===== src/rtl/pipeline_ctrl.sv =====
// -----------------------------------------------------------------------------
// pipeline_ctrl
//
// Central stall/flush controller for the five-stage core pipeline. It is the
// only source of the stall/clear controls of the inter-stage registers and of
// the PC hold. It resolves load-use hazards, taken-branch flushes, data-memory
// wait states and a debug halt/drain sequence.
//
// All control outputs are combinational (Mealy) functions of the registered
// FSM state and the current inputs, so they act in the same cycle.
//
// Parameters:
//   DRAIN_CYCLES      cycles spent in DRAIN before HALTED (legal 1..7)
//
// Ports:
//   clk               core clock, rising edge
//   rst_n             asynchronous active-low reset
//   id_rs1_addr_i     rs1 of the instruction in ID
//   id_rs2_addr_i     rs2 of the instruction in ID
//   id_uses_rs1_i     ID instruction reads rs1
//   id_uses_rs2_i     ID instruction reads rs2
//   ex_rd_addr_i      rd of the instruction in EX
//   ex_mem_read_i     EX instruction is a load
//   ex_branch_taken_i EX resolved a taken branch/jump
//   lsu_busy_i        data memory has not completed the MEM-stage access
//   halt_req_i        debug halt request (level)
//   pc_stall_o        hold PC
//   if_id_stall_o     IF/ID register hold
//   if_id_clear_o     IF/ID register load no-op
//   id_ex_stall_o     ID/EX register hold
//   id_ex_clear_o     ID/EX register load no-op
//   ex_mem_stall_o    EX/MEM register hold
//   halted_o          core halted, pipeline empty
//
// Optional feature (macro PIPE_CTRL_PERF_EN):
//   stall_cycles_o    32-bit count of RUN cycles with pc_stall_o=1
//   flush_count_o     32-bit count of accepted branch flushes
// -----------------------------------------------------------------------------
module pipeline_ctrl #(
  parameter int DRAIN_CYCLES = 3
) (
  input  logic        clk,
  input  logic        rst_n,
  input  logic [4:0]  id_rs1_addr_i,
  input  logic [4:0]  id_rs2_addr_i,
  input  logic        id_uses_rs1_i,
  input  logic        id_uses_rs2_i,
  input  logic [4:0]  ex_rd_addr_i,
  input  logic        ex_mem_read_i,
  input  logic        ex_branch_taken_i,
  input  logic        lsu_busy_i,
  input  logic        halt_req_i,
  output logic        pc_stall_o,
  output logic        if_id_stall_o,
  output logic        if_id_clear_o,
  output logic        id_ex_stall_o,
  output logic        id_ex_clear_o,
  output logic        ex_mem_stall_o,
  output logic        halted_o
`ifdef PIPE_CTRL_PERF_EN
  ,
  output logic [31:0] stall_cycles_o,
  output logic [31:0] flush_count_o
`endif
);

  typedef enum logic [1:0] {
    ST_INIT   = 2'd0,
    ST_RUN    = 2'd1,
    ST_DRAIN  = 2'd2,
    ST_HALTED = 2'd3
  } state_t;

  // Counter value on which the last drain cycle is spent.
  localparam logic [2:0] DRAIN_LAST_C = 3'(DRAIN_CYCLES - 1);

  state_t     state_r;
  state_t     state_nxt_s;
  logic [2:0] drain_cnt_r;
  logic [2:0] drain_cnt_nxt_s;
  logic       load_use_s;
  logic       flush_accept_s;

  // A load in EX whose destination is read by the instruction in ID. x0 never
  // creates a dependency because it is hard-wired to zero.
  assign load_use_s = ex_mem_read_i
                    & (ex_rd_addr_i != 5'd0)
                    & ((id_uses_rs1_i & (id_rs1_addr_i == ex_rd_addr_i))
                     | (id_uses_rs2_i & (id_rs2_addr_i == ex_rd_addr_i)));

  // State and drain counter registers.
  always_ff @(posedge clk or negedge rst_n) begin
    if (!rst_n) begin
      state_r     <= ST_INIT;
      drain_cnt_r <= 3'd0;
    end else begin
      state_r     <= state_nxt_s;
      drain_cnt_r <= drain_cnt_nxt_s;
    end
  end

  // Next-state and drain counter logic. A busy data memory freezes both.
  always_comb begin
    state_nxt_s     = state_r;
    drain_cnt_nxt_s = drain_cnt_r;
    case (state_r)
      ST_INIT: begin
        // INIT lasts exactly one cycle, independent of every other input.
        state_nxt_s     = ST_RUN;
        drain_cnt_nxt_s = 3'd0;
      end
      ST_RUN: begin
        if (halt_req_i && !lsu_busy_i) begin
          state_nxt_s     = ST_DRAIN;
          drain_cnt_nxt_s = 3'd0;
        end else begin
          state_nxt_s     = ST_RUN;
          drain_cnt_nxt_s = drain_cnt_r;
        end
      end
      ST_DRAIN: begin
        // Once started, the drain completes even if halt_req_i drops.
        if (lsu_busy_i) begin
          state_nxt_s     = ST_DRAIN;
          drain_cnt_nxt_s = drain_cnt_r;
        end else if (drain_cnt_r == DRAIN_LAST_C) begin
          state_nxt_s     = ST_HALTED;
          drain_cnt_nxt_s = 3'd0;
        end else begin
          state_nxt_s     = ST_DRAIN;
          drain_cnt_nxt_s = drain_cnt_r + 3'd1;
        end
      end
      ST_HALTED: begin
        if (!halt_req_i && !lsu_busy_i) begin
          state_nxt_s = ST_RUN;
        end else begin
          state_nxt_s = ST_HALTED;
        end
      end
      default: begin
        state_nxt_s     = ST_INIT;
        drain_cnt_nxt_s = 3'd0;
      end
    endcase
  end

  // Mealy control outputs. Priority: INIT, busy freeze, branch flush,
  // DRAIN/HALTED rules, load-use bubble.
  always_comb begin
    pc_stall_o     = 1'b0;
    if_id_stall_o  = 1'b0;
    if_id_clear_o  = 1'b0;
    id_ex_stall_o  = 1'b0;
    id_ex_clear_o  = 1'b0;
    ex_mem_stall_o = 1'b0;
    halted_o       = 1'b0;
    flush_accept_s = 1'b0;
    case (state_r)
      ST_RUN, ST_DRAIN, ST_HALTED: begin
        halted_o = (state_r == ST_HALTED);
        if (lsu_busy_i) begin
          // Whole pipeline frozen; a taken branch simply stays in EX and is
          // flushed on the first non-busy cycle.
          pc_stall_o     = 1'b1;
          if_id_stall_o  = 1'b1;
          id_ex_stall_o  = 1'b1;
          ex_mem_stall_o = 1'b1;
        end else if (ex_branch_taken_i) begin
          // PC loads the target while both younger stages become bubbles.
          if_id_clear_o  = 1'b1;
          id_ex_clear_o  = 1'b1;
          flush_accept_s = 1'b1;
        end else begin
          case (state_r)
            ST_DRAIN: begin
              pc_stall_o    = 1'b1;
              if_id_clear_o = 1'b1;
            end
            ST_HALTED: begin
              pc_stall_o     = 1'b1;
              if_id_stall_o  = 1'b1;
              id_ex_stall_o  = 1'b1;
              ex_mem_stall_o = 1'b1;
            end
            ST_RUN: begin
              if (load_use_s) begin
                // One bubble into EX; forwarding resolves the retried cycle.
                pc_stall_o    = 1'b1;
                if_id_stall_o = 1'b1;
                id_ex_clear_o = 1'b1;
              end else begin
                pc_stall_o    = 1'b0;
              end
            end
            default: begin
              pc_stall_o = 1'b0;
            end
          endcase
        end
      end
      default: begin
        // INIT: load no-ops into IF/ID and ID/EX.
        if_id_clear_o = 1'b1;
        id_ex_clear_o = 1'b1;
      end
    endcase
  end

`ifdef PIPE_CTRL_PERF_EN
  logic [31:0] stall_cycles_r;
  logic [31:0] flush_count_r;

  // Performance counters; both wrap naturally at 2^32.
  always_ff @(posedge clk or negedge rst_n) begin
    if (!rst_n) begin
      stall_cycles_r <= 32'd0;
      flush_count_r  <= 32'd0;
    end else begin
      if ((state_r == ST_RUN) && pc_stall_o) begin
        stall_cycles_r <= stall_cycles_r + 32'd1;
      end
      if (flush_accept_s) begin
        flush_count_r <= flush_count_r + 32'd1;
      end
    end
  end

  assign stall_cycles_o = stall_cycles_r;
  assign flush_count_o  = flush_count_r;
`endif

endmodule


===== config.mk =====
export PLATFORM = sky130hd
export DESIGN_NAME = pipeline_ctrl
export DESIGN_NICKNAME = d
export VERILOG_FILES = /design/src/rtl/pipeline_ctrl.sv
export SDC_FILE = /design/constraint.sdc
export NUM_CORES = 1
export LEC_CHECK = 0
export CAP_MARGIN = 20
export CELL_PAD_IN_SITES_DETAIL_PLACEMENT = 1
export CELL_PAD_IN_SITES_GLOBAL_PLACEMENT = 1
export CORE_MARGIN = 5
export CORE_UTILIZATION = 25
export CTS_CLUSTER_DIAMETER = 120
export DETAILED_ROUTE_END_ITERATION = 16
export MAX_ROUTING_LAYER = met4
export PLACE_DENSITY_LB_ADDON = 0.1
export SLEW_MARGIN = 20
export SYNTH_ARGS = -nofsm -noshare
export SYNTH_HDL_FRONTEND = slang
export SYNTH_SLANG_ARGS = --single-unit

===== constraint.sdc =====
create_clock -name clk -period 2.32 [get_ports clk]
set_input_delay 0.464 -clock clk [delete_from_list [all_inputs] [get_ports clk]]
set_output_delay 0.464 -clock clk [all_outputs]
set_load 0.1 [all_outputs]

==> metrics.yaml <==
outcome:
  status: "completed"
sta:
  rsz0062_at_grt: "true"
  min_period_over_period_pct: 98.68
  hold_slack_ns: 0.4420
  final.setup_skew_ns: 0.003547
  relSlewSlack_pct: 69.07
  setup_viol: 0
  worstMarginPinSlew_ns: 0.4622
  min_period_ns: 2.289
  slew_violations: 0
  finalHoldViolations: 0
  fmax_ghz: 0.4368
critical_path:
  crit_family: "simple AND/OR/NAND/NOR gates"
  critPathKind: "in -> out"
  reg2regPathDepth: 4
  cp_cell_sequence: "clkdlybuf4s15_1 > or4_1 > o2111a_1 > nand2_1 > a21oi_2 > buf_12"
  crit_arrival_ns: 1.83
  required_ns: 1.86
  end_kind: "primary output"
  slowest_stage: "or4_1"
  startpoint_type: "input port"
  cp_num_buf_inv: 2
  max_stage_delay_ns: 0.48
  path_max_fanout: 2
  cp.depth: 6
grt:
  overflow: 0
  grt_usage_pct: 12.95
  antenna_found_initial: 0
  grt_pass1_vias: 616
  grt_pass1_wl_um: 2553
  grt_max_degree: 12
floorplan:
  io_pins: 30
  die_area_um2: 2874
  rows: 15
  coreArea_um2: 1764
  die_h_um: 53.61
  initial_core_util_pct: 26.95
  fp.dieW_um: 53.61
clock_tree:
  clock_path_buffers: 2
  cts.clk_slew.worst_paths_ns: 0.05
  cts_root_buf: "clkbuf_4"
  cts_buffers: 3
  cts_setup_buffers: 0
  cts_tree: "yes"
  htreeDepth: 1
  clock_latency_ns: 0.25
  cts.sinks: 5
place:
  placed_area_um2: 923.4
  io_buffers: 29
  globalplace.congestion: 0.7123
  placed_cells: 115
  dpl.hpwl_um: 1392
layout:
  drive_gt1_share_pct: 32.98
  num-fill-cells: 227
  synthToLayoutAreaGrowth_pct: 100.0
  layout_common_cells: "dlygate4sd2_1, xnor2_1, clkdlybuf4s50_1, buf_12, nand2_1"
  antennaDiodeCount: 0
  final_cells: 119
  finalInstanceArea_um2: 950.9
  layout.nets: 118
  final_common_cell: "dlygate4sd2_1"
pwr:
  power_switching_uw: 417.5
  swShare_pct: 52.75
  p_clk_share_pct: 13.6
  vdd.ir_drop.worst_uv: 678.8
  internal_power_uw: 374.0
  pwr-share-comb_pct: 67.8
  p_per_area_nw_per_um2: 832.4
  seqPwrFrac_pct: 18.5
  p_leak_nw: 0.3891
synthesis:
  netlist-cell-type-count: 28
  ys_seq_area_share_pct: 26.32
  netlist_area_um2: 475.5
  syn_area_per_cell_um2: 8.059
  postSynthCellCount: 59
  ys_ff_latch: 5
  synth_fp_nets: 82
  ys.warnings.count: 0
drt:
  drc: 0
  vias: 561
  wl_per_cell_um: 14.23
  drt_iter0_drc: 8
  ant_nets: 0
  wirelength_um: 1693
  first_pass_iters: 4
  post_drt_via_cell_ratio: 4.714
run:
  drv_cap: 0
worst_hold_path:
  hold_path_class: "in -> async"
==> kinds of logic after synthesis <==
family          synth area share, %
xor+xnor                      18.42
buf+inv                       6.314
mux                           2.368
simple gates                  25.53
compound gates                21.05
flops                         26.32
==> per-stage QoR <==
stage	utilization, %	setup WS [ns]	power [mW]	setup TNS [ns]
2_1_floorplan	-	-0.5731	0.4830	-1.148
5_1_grt	53.90	-0.008702	0.8277	-0.01609
6_report	53.90	0.03063	0.7916	0
3_3_place_gp	52.34	-0.2418	0.6865	-0.7060
4_1_cts	52.91	0.001378	0.7963	0
3_5_place_dp	52.34	-0.2578	0.6911	-0.7375
==> metal layers <==
metal	GRT usage [%]	routed length (um)	up-vias
li1	-	-	282
met5	-	0	-
met2	23.06	923	21
met3	4.155	84	2
met4	3.830	16	0
met1	13.55	668	256
==> repair_timing <==
action                                  4_1_cts  5_1_grt
pin swaps                                    13        5
hold buffers                                  0        0
endpoints found under the setup margin        3        2
resized for setup                            22        3
==> final cells by class <==
class                           instances  area [um^2]  area share [%]
Clock buffer                            4        26.28           2.763
Inverter                                2        7.507          0.7895
Multi-Input combinational cell         49        382.9           40.26
Sequential cell                         5        125.1           13.16
Tap cell                               25        31.28           3.289
Timing Repair Buffer                   34        377.9           39.74
==> registers in the layout, indices dropped and copies added (netlist names) <==
register	cells
drain_cnt_r	3
state_r	2
==> worst paths after layout <==
check	to	slack, ns	from
min in group clk	drain_cnt_r[1]	0.52	drain_cnt_r[1]
setup reg to reg	drain_cnt_r[2]	0.91	state_r[0]
hold / removal	drain_cnt_r[1]	0.44	rst_n
hold reg to reg	drain_cnt_r[1]	0.52	drain_cnt_r[1]
max in group asynchronous	drain_cnt_r[2]	1.67	rst_n
setup / recovery	if_id_stall_o	0.03	ex_rd_addr_i[3]
==> cells in the mapped netlist <==
cell	count	area share (%)
and2_1	1	1.3
a21oi_1	3	3.2
nand4_1	2	2.6
nor3_1	2	2.1
clkbuf_1	1	0.79
nor4_1	1	1.3
buf_6	1	2.4
o2111a_1	1	2.4
a22oi_1	1	1.6
dfrtp_1	5	26
nor4b_1	1	1.8
o22ai_1	2	2.6
o21ai_1	3	3.2
nand2b_1	1	1.3
nor2b_1	1	1.3
nor2_1	4	3.2
buf_4	1	1.6
inv_2	1	0.79
xnor2_1	10	18
a21oi_2	2	3.7
mux2_2	1	2.4
inv_1	1	0.79
a31oi_1	1	1.3
or4_1	1	1.6
nand2b_4	1	2.9
nand2_1	6	4.7
o21ai_0	3	3.2
or3_1	1	1.3
==> power groups by stage <==
stage	logic (mW)	clock network, mW	registers [mW]
floorplan	0.355	0	0.128
global placement	0.541	0	0.146
detailed placement	0.544	0	0.147
CTS	0.539	0.111	0.146
global route	0.561	0.115	0.152
finish	0.537	0.108	0.147
No activity file was read; power rests on OpenSTA's default activity.
